--- config.mk ---
export PLATFORM = sky130hd
export DESIGN_NAME = dpm_muldiv_seq_flat
export DESIGN_NICKNAME = d
export VERILOG_FILES = /design/src/rtl/dpm_seq_pkg.sv /design/src/rtl/dpm_muldiv_seq_if.sv /design/src/rtl/dpm_step_ctr.sv /design/src/rtl/dpm_muldiv_seq.sv /design/src/flat_wrapper.sv
export SDC_FILE = /design/constraint.sdc
export NUM_CORES = 1
export LEC_CHECK = 0
export BUFFER_PORTS_ARGS = -buffer_cell sky130_fd_sc_hd__buf_2
export CORE_ASPECT_RATIO = 1.25
export CORE_MARGIN = 1.5
export CORE_UTILIZATION = 29
export CTS_CLUSTER_SIZE = 28
export DETAILED_ROUTE_END_ITERATION = 6
export GPL_TIMING_DRIVEN = 0
export PLACE_DENSITY = 0.59
export SLEW_MARGIN = 10
export SYNTH_ARGS = -nofsm -noshare
export SYNTH_HDL_FRONTEND = slang
export SYNTH_SLANG_ARGS = --single-unit
--- constraint.sdc ---
create_clock -name clk_h -period 2.34 [get_ports clk_h]
set_input_delay 0.468 -clock clk_h [delete_from_list [all_inputs] [get_ports clk_h]]
set_output_delay 0.468 -clock clk_h [all_outputs]
set_load 0.02 [all_outputs]
--- src/rtl/dpm_seq_pkg.sv ---
// Shared types and encodings for the DPM multiply/divide step sequencer.
package dpm_seq_pkg;

  typedef enum logic [2:0] {
    IDLE,
    INIT,
    STEP,
    FIXUP,
    DONE
  } state_e;

  // Shift-select encodings driven onto the ALP array (active low).
  localparam logic [1:0] SHF_NONE = 2'b11;
  localparam logic [1:0] SHF_R    = 2'b01;
  localparam logic [1:0] SHF_L    = 2'b10;

  // ALP opcodes issued by the sequencer.
  localparam logic [9:0] OP_NOP      = 10'h000;
  localparam logic [9:0] OP_ZERO_A   = 10'h001;
  localparam logic [9:0] OP_PASS_SHR = 10'h010;
  localparam logic [9:0] OP_ADD_SHR  = 10'h011;
  localparam logic [9:0] OP_ADD_SHL  = 10'h021;
  localparam logic [9:0] OP_SUB_SHL  = 10'h022;
  localparam logic [9:0] OP_ADD      = 10'h031;
  localparam logic [9:0] OP_SUB      = 10'h032;

  // Operand size code to loop length: byte, word, long (both upper codes).
  function automatic int unsigned size_to_steps(input logic [1:0] d_size);
    case (d_size)
      2'b00:   return 8;
      2'b01:   return 16;
      default: return 32;
    endcase
  endfunction

endpackage

--- src/rtl/dpm_muldiv_seq_if.sv ---
// Sequencer-side bundle: start/size decode in, ALP status in, opcode/shift out.
interface dpm_muldiv_seq_if #(
  parameter int STEP_W = 6
);
  logic              start_h;
  logic              op_div_h;
  logic              signed_h;
  logic [1:0]        d_size_h;
  logic              abort_h;
  logic              q_so0_l;
  logic              alu_n_h;
  logic              mplr_neg_h;
  logic [9:0]        opc_h;
  logic [1:0]        shf_l;
  logic              busy_h;
  logic              done_h;
  logic [STEP_W-1:0] step_h;

  // Microsequencer / array side.
  modport master (
    output start_h, op_div_h, signed_h, d_size_h, abort_h,
           q_so0_l, alu_n_h, mplr_neg_h,
    input  opc_h, shf_l, busy_h, done_h, step_h
  );

  // Sequencer side.
  modport slave (
    input  start_h, op_div_h, signed_h, d_size_h, abort_h,
           q_so0_l, alu_n_h, mplr_neg_h,
    output opc_h, shf_l, busy_h, done_h, step_h
  );
endinterface

--- src/rtl/dpm_step_ctr.sv ---
// Loadable down-counter tracking remaining loop steps; flags the final step.
module dpm_step_ctr #(
  parameter int STEP_W = 6
) (
  input  logic              clk_h,
  input  logic              reset_l,
  input  logic              clr_h,
  input  logic              load_h,
  input  logic              dec_h,
  input  logic [STEP_W-1:0] load_val_h,
  output logic [STEP_W-1:0] count_h,
  output logic              last_h
);

  // Clear beats load beats decrement; the count never wraps below zero.
  // NOTE: state registers use non-blocking (<=) so every flop samples pre-edge values.
  always_ff @(posedge clk_h or negedge reset_l) begin
    if (!reset_l)                      count_h <= '0;
    else if (clr_h)                    count_h <= '0;
    else if (load_h)                   count_h <= load_val_h;
    else if (dec_h && count_h != '0)   count_h <= count_h - STEP_W'(1);
  end

  assign last_h = (count_h == STEP_W'(1));

endmodule

--- src/rtl/dpm_muldiv_seq.sv ---
// Multiply/divide step sequencer: drives ALP opcode and shift select through
// an INIT, N-step loop, one-cycle fixup and a done pulse.
module dpm_muldiv_seq
  import dpm_seq_pkg::*;
#(
  parameter int STEP_W = 6
) (
  input  logic            clk_h,
  input  logic            reset_l,
  dpm_muldiv_seq_if.slave bus
);

  state_e            state;
  logic              op_div_q;
  logic              signed_q;
  logic              mplr_neg_q;
  logic              first_q;
  logic              alu_n_q;
  logic [STEP_W-1:0] n_q;
  logic [STEP_W-1:0] step_cnt;
  logic              step_last;
  logic              abort_any;
  logic [9:0]        opc;
  logic [1:0]        shf;

  // Abort only matters once the sequencer owns the array.
  assign abort_any = bus.abort_h && (state != IDLE);

  dpm_step_ctr #(.STEP_W(STEP_W)) u_step_ctr (
    .clk_h      (clk_h),
    .reset_l    (reset_l),
    .clr_h      (abort_any),
    .load_h     (state == INIT),
    .dec_h      (state == STEP),
    .load_val_h (n_q),
    .count_h    (step_cnt),
    .last_h     (step_last)
  );

  // Sequence state, start-time latches and the previous-step ALU sign.
  always_ff @(posedge clk_h or negedge reset_l) begin
    if (!reset_l) begin
      state      <= IDLE;
      op_div_q   <= 1'b0;
      signed_q   <= 1'b0;
      mplr_neg_q <= 1'b0;
      first_q    <= 1'b0;
      alu_n_q    <= 1'b0;
      n_q        <= '0;
    end else if (abort_any) begin
      state <= IDLE;
    end else begin
      case (state)
        IDLE: begin
          if (bus.start_h) begin
            op_div_q   <= bus.op_div_h;
            signed_q   <= bus.signed_h;
            mplr_neg_q <= bus.mplr_neg_h;
            n_q        <= STEP_W'(size_to_steps(bus.d_size_h));
            state      <= INIT;
          end
        end
        INIT: begin
          first_q <= 1'b1;
          state   <= STEP;
        end
        STEP: begin
          alu_n_q <= bus.alu_n_h;
          first_q <= 1'b0;
          if (step_last) state <= FIXUP;
        end
        FIXUP:   state <= DONE;
        DONE:    state <= IDLE;
        default: state <= IDLE;
      endcase
    end
  end

  // Opcode/shift decode from state plus the live multiplier LSB.
  // NOTE: defaults first so every path assigns opc/shf and no latch is inferred.
  always_comb begin
    opc = OP_NOP;
    shf = SHF_NONE;
    case (state)
      INIT: opc = OP_ZERO_A;
      STEP: begin
        if (op_div_q) begin
          shf = SHF_L;
          opc = (first_q || !alu_n_q) ? OP_SUB_SHL : OP_ADD_SHL;
        end else begin
          shf = SHF_R;
          opc = bus.q_so0_l ? OP_PASS_SHR : OP_ADD_SHR;
        end
      end
      FIXUP: begin
        if (op_div_q) opc = alu_n_q ? OP_ADD : OP_NOP;
        else          opc = (signed_q && mplr_neg_q) ? OP_SUB : OP_NOP;
      end
      default: ;
    endcase
  end

  assign bus.opc_h  = opc;
  assign bus.shf_l  = shf;
  assign bus.busy_h = (state != IDLE);
  assign bus.done_h = (state == DONE);
  assign bus.step_h = step_cnt;

endmodule
--- src/flat_wrapper.sv ---
// flat-port wrapper written by rule: the top's interface ports become plain ports
module dpm_muldiv_seq_flat import dpm_seq_pkg::*;
#(
  parameter int STEP_W = 6
)
  (clk_h, reset_l, bus_start_h, bus_op_div_h, bus_signed_h, bus_d_size_h, bus_abort_h, bus_q_so0_l, bus_alu_n_h, bus_mplr_neg_h, bus_opc_h, bus_shf_l, bus_busy_h, bus_done_h, bus_step_h);
  dpm_muldiv_seq_if #(.STEP_W(STEP_W)) bus_i ();
  input  logic clk_h;
  input  logic reset_l;
  input wire logic [$bits(bus_i.start_h)-1:0] bus_start_h;
  input wire logic [$bits(bus_i.op_div_h)-1:0] bus_op_div_h;
  input wire logic [$bits(bus_i.signed_h)-1:0] bus_signed_h;
  input wire logic [$bits(bus_i.d_size_h)-1:0] bus_d_size_h;
  input wire logic [$bits(bus_i.abort_h)-1:0] bus_abort_h;
  input wire logic [$bits(bus_i.q_so0_l)-1:0] bus_q_so0_l;
  input wire logic [$bits(bus_i.alu_n_h)-1:0] bus_alu_n_h;
  input wire logic [$bits(bus_i.mplr_neg_h)-1:0] bus_mplr_neg_h;
  output wire logic [$bits(bus_i.opc_h)-1:0] bus_opc_h;
  output wire logic [$bits(bus_i.shf_l)-1:0] bus_shf_l;
  output wire logic [$bits(bus_i.busy_h)-1:0] bus_busy_h;
  output wire logic [$bits(bus_i.done_h)-1:0] bus_done_h;
  output wire logic [$bits(bus_i.step_h)-1:0] bus_step_h;
  assign bus_i.start_h = bus_start_h;
  assign bus_i.op_div_h = bus_op_div_h;
  assign bus_i.signed_h = bus_signed_h;
  assign bus_i.d_size_h = bus_d_size_h;
  assign bus_i.abort_h = bus_abort_h;
  assign bus_i.q_so0_l = bus_q_so0_l;
  assign bus_i.alu_n_h = bus_alu_n_h;
  assign bus_i.mplr_neg_h = bus_mplr_neg_h;
  assign bus_opc_h = bus_i.opc_h;
  assign bus_shf_l = bus_i.shf_l;
  assign bus_busy_h = bus_i.busy_h;
  assign bus_done_h = bus_i.done_h;
  assign bus_step_h = bus_i.step_h;
  dpm_muldiv_seq #(.STEP_W(STEP_W)) u_core (.clk_h(clk_h), .reset_l(reset_l), .bus(bus_i));
endmodule
## Yosys cells after proc, flatten, opt, wreduce, memory -nomap -nowiden

Index checks and enable logic that the tools add are counted.

| word-level totals | value |
|---|---|
| output and inout bits | 20 |
| flip-flop bits (word level) | 20 |
| input port bits | 11 |

| cells by class | value |
|---|---|
| add/sub/neg operators | 1 |
| eq/ne operators | 8 |
| reduce and logical (&&, ||, !) cells | 15 |
| bitwise operators | 1 |
| mux-type cells | 18 |

Operators by type and width:

| cell | number |
|---|---|
| two-way mux 6 bit | 5 |
| case mux 10 bit (3 select lines) | 1 |
| two-way mux 10 bit | 2 |
| case mux 3 bit (4 select lines) | 1 |
| case mux 6 bit (2 select lines) | 1 |
| two-way mux 3 bit | 3 |
| == test 3 x 2 -> 1 bit, second input constant | 2 |
| == test 6 x 1 -> 1 bit, second input constant | 1 |
| two-way mux 2 bit | 3 |
| AND reduction 2 bit | 3 |
| nonzero test 3 bit | 2 |
| nonzero test 6 bit | 1 |
| subtractor 6 x 1 -> 6 bit, second input constant | 1 |
| == test 3 x 1 -> 1 bit, second input constant | 1 |
| == test 3 bit, second input constant | 1 |
| logical AND 1 bit | 3 |
| zero test 3 bit | 1 |
| inequality test 3 x 1 -> 1 bit, second input constant | 1 |
| inequality test 3 x 2 -> 1 bit, second input constant | 1 |
| AND reduction 3 bit | 1 |
| == test 2 x 1 -> 1 bit, second input constant | 1 |
| zero test 2 bit | 1 |
| case mux 1 bit (2 select lines) | 1 |
| nonzero test 2 bit | 1 |
| 4 further kinds | 4 |

## Depth between registers and ports, before layout

| depth | value |
|---|---|
| depth in word-level cells | 5 |
| gate-level depth with buffers | 6 |

## Cells and area by module

A second synthesis with hierarchy kept.

| unflattened totals | value |
|---|---|
| cells, all modules | 118 |
| area, all modules | 1,101.1 sq um |

Modules (own cells, without submodules):

| module | area each (sq um) | cells each | times used |
|---|---|---|---|
| dpm_muldiv_seq | 669.4 | 69 | 1 |
| dpm_step_ctr | 431.7 | 49 | 1 |

## Worst setup path before layout

Ideal clock, no wire load.

| path | value |
|---|---|
| kind | flip-flop to output port |
| start | reg u_core.state[0] |
| end | out bus_opc_h[0] |
| data required time | 1.872 ns |
| setup slack | 0.487 ns |
| cell stages (with the launch flop) | 6 |
| data arrival time | 1.385 ns |
| cell sequence | dfrtp_1 -> clkbuf_2 -> clkbuf_1 -> o32ai_1 -> a22oi_1 -> nor2_1 |

| between the ends | value |
|---|---|
| word-level cells in the longest chain between the ends | 2 |

RTL lines:

| item | line | text |
|---|---|---|
| start: declaration | dpm_muldiv_seq.sv:13 | `state_e state;` |
| start signal: assignment | dpm_muldiv_seq.sv:43 | `state <= IDLE;` |
| start signal: assignment | dpm_muldiv_seq.sv:51 | `state <= IDLE;` |
| start signal: assignment | dpm_muldiv_seq.sv:60 | `state <= INIT;` |
| == test 3 x 2 -> 1 bit / == test 3 x 1 -> 1 bit (equally long branches) | dpm_muldiv_seq.sv:84 | `case (state)` |
| case mux 10 bit (3 select lines) * | dpm_muldiv_seq.sv:84 |  |
| end: declaration | flat_wrapper.sv:18 | `output wire logic [$bits(bus_i.opc_h)-1:0] bus_opc_h;` |

Every way passes the cells marked *; elsewhere a longest branch is shown, timed or not.

## Worst setup path after layout

| path | value |
|---|---|
| start | reg u_core.state[0] |
| end | out bus_opc_h[1] |

The elaborated chain is that of the path after synthesis.

==> impl_metrics.env <==
export IMPL_cts_buffers=3
export IMPL_fin_setup_tns_ps=0
export IMPL_yosysTopAreaCell="dfrtp_1"
export IMPL_cp_max_fo=18
export IMPL_internal_power_w=0.0008455
export IMPL_synth_area_leaders="dfrtp_1 39%, buf_4 4.1%, mux2_1 4.1%"
export IMPL_maxCapViolations=0
export IMPL_postCtsSetupRepairBufs=0
export IMPL_hold_class="primary input to asynchronous set/reset pin"
export IMPL_die_y_um=71.85
export IMPL_p_sw_w=0.0006951
export IMPL_period_share=0.9442
export IMPL_clk_pin_slew_ps=70
export IMPL_ctsResizeCount=0
export IMPL_diodes=0
export IMPL_fin_hold_ws_ps=123.0
export IMPL_rrSetupSlack_ps=490
export IMPL_cts_tree="yes"
export IMPL_die_x_um=58.08
export IMPL_power_w=0.001541
export IMPL_grt_pass1_vias=980
export IMPL_cts_htree_levels=1
export IMPL_crit_required_ps=1870
export IMPL_synthFlopType="dfrtp_1"
export IMPL_synth_top_area_frac=0.3868
export IMPL_p_leak_nw=0.6361
export IMPL_skew_ps=3.964
export IMPL_synth_common_cells="17 x dfrtp_1, 11 x nand2_1, 10 x nor2_1"
export IMPL_crit_type="flop to primary output"
export IMPL_coreArea_um2=3573
export IMPL_max_freq_ghz=0.4526
export IMPL_pwr_share_seq=0.334
export IMPL_antenna_found_initial=0
export IMPL_crit_arrival_ps=1740
export IMPL_setup_viol_count_final=0
export IMPL_cts_sinks=17
export IMPL_startpoint_type="flop"
export IMPL_synth_cell_types=42
export IMPL_rsz0062_at_grt="false"
export IMPL_status="completed"
export IMPL_synth_async_reset_ratio=1.000
export IMPL_hpwl_mm=1.899
export IMPL_pwr_share_comb=0.514
export IMPL_port_buffers=24
export IMPL_firstDrtPassIters=6
export IMPL_ys_ff_latch=17
export IMPL_postCtsHoldBufs=0
export IMPL_drive_gt1_frac=0.2941
export IMPL_rows=24
export IMPL_place_gp_congestion=0.8086
export IMPL_hold_viol=0
export IMPL_area_growth_pct=21.16
export IMPL_detail_route_antenna_nets=0
export IMPL_start_util=0.3078
export IMPL_period_needed_ps=2209
export IMPL_grt_max_degree=18
export IMPL_vias_per_cell=4.990
export IMPL_netlist_area_um2=1100
export IMPL_syn_inst=121
export IMPL_ys_seq_area_frac=0.3868
export IMPL_totalWireLength_mm=2.432
export IMPL_syn_area_per_cell_um2=9.089
export IMPL_yosysMostFrequentCell="dfrtp_1"
export IMPL_drc_errors=0
export IMPL_endpoint_kind="primary output"
export IMPL_wl_per_cell_um=12.67
export IMPL_pin_count=31
export IMPL_vias=958
export IMPL_ys_warn_count=0
export IMPL_power_switching_fraction=0.4512
export IMPL_power_frac_clock=0.152
export IMPL_grt_usage=0.1314
export IMPL_powerDensity_nw_per_um2=1156
export IMPL_drv_slew=0
export IMPL_grt_pass1_wl_mm=4.347
export IMPL_die_area_um2=4173
export IMPL_nets=168
export IMPL_grt_overflow=0
export IMPL_ctsLongestPathBuffers=2
export IMPL_max_vdd_ir_drop_v=0.0004287
export IMPL_first_iter_violations=21
export IMPL_clk_latency_ps=260
export IMPL_synth_edff_count=0
export IMPL_clock_root_buffer="clkbuf_8"
layer usage:
metal	share of wire	vias to the layer above	global-route usage
li1	-	483	-
met1	0.45	446	0.1638
met2	0.50	25	0.2260
met3	0.039	4	0.02166
met4	0.013	0	0.04651
met5	0	-	0
cell families after synthesis:
kind of cell | count (synthesis) | synth area share
DFF | 17 | 0.3868
muxes | 5 | 0.05005
xor gates and xnor gates | 2 | 0.01593
AOI/OAI and AO/OA | 27 | 0.1798
other | 1 | 0.003410
and+or+nand+nor | 47 | 0.2412
buffers and inverters | 19 | 0.08872
adders and majority gates | 3 | 0.03413
cell type report:
type | instances | area [um^2]
fill | 382 | 2241
multi-input combinational | 90 | 595.6
sequential | 17 | 425.4
timing repair buffer | 24 | 120.1
buffer | 11 | 67.56
tap | 39 | 48.80
clock buffer | 3 | 41.29
inverter | 7 | 26.28
clock inverter | 1 | 7.507
final timing paths:
kind,from,end,cells past startpoint
max in group asynchronous,reset_l,u_core.u_step_ctr.count_h[5],1
worst min register to register,u_core.n_q[4],u_core.n_q[4],2
min in group clk_h,bus_d_size_h[0],u_core.n_q[3],2
worst max register to register,u_core.u_step_ctr.count_h[0],u_core.u_step_ctr.count_h[5],5
worst max-delay path,u_core.state[0],bus_opc_h[1],5
worst min-delay path,reset_l,u_core.mplr_neg_q,1
sequential cells by signal (all words and copies together), names as in the netlist:
| signal | flops |
|---|---|
| u_core.u_step_ctr.count_h | 6 |
| u_core.n_q | 3 |
| u_core.state | 3 |
| u_core.alu_n_q | 1 |
| u_core.first_q | 1 |
| u_core.mplr_neg_q | 1 |
| u_core.op_div_q | 1 |
| u_core.signed_q | 1 |
worst max-delay path: stages, from the launching register on:
cell      delay (ps)
dfrtp_1          320
clkbuf_2         320
inv_2            110
or3_1            410
a21oi_1          140
buf_2            180
power groups by stage:
stage          combinational, W  sequential [W]  clock, W
2_1_floorplan          0.000556        0.000555         0
3_3_place_gp           0.000779        0.000519         0
3_5_place_dp           0.000797        0.000524         0
4_1_cts                0.000803        0.000517  0.000244
5_1_grt                0.000883        0.000539  0.000249
6_report               0.000792        0.000515  0.000234
placed cells by master, fill, tap and decap left out, types with 2 or more instances in the layout:
| master | n |
|---|---|
| o31ai_1 | 2 |
| xnor2_1 | 2 |
| nor3_1 | 7 |
| a21oi_1 | 5 |
| nor4_1 | 2 |
| dfrtp_1 | 17 |
| or3_1 | 2 |
| nor3b_1 | 2 |
| o21ai_1 | 2 |
| mux2_1 | 4 |
| nand2_1 | 11 |
| clkbuf_1 | 2 |
| o21ai_0 | 4 |
| conb_1 | 6 |
| nand2b_1 | 4 |
| a221o_1 | 2 |
| buf_4 | 6 |
| nor2b_1 | 2 |
| inv_1 | 6 |
| a311oi_1 | 2 |
| nor2_1 | 10 |
| buf_2 | 26 |
| a211oi_1 | 2 |
| clkbuf_8 | 3 |
| ha_1 | 3 |
per-stage QoR:
stage	instances	worst slack (ps)	area, um^2	util
after floorplan	126	487.5	1119	-
after global placement	189	441.9	1287	0.3603
after detailed placement	189	410.9	1287	0.3603
after CTS	193	117.6	1336	0.3740
after global routing	192	3.787	1333	0.3729
final	192	130.6	1333	0.3729
Note: power is estimated with default switching activity, not from simulation.
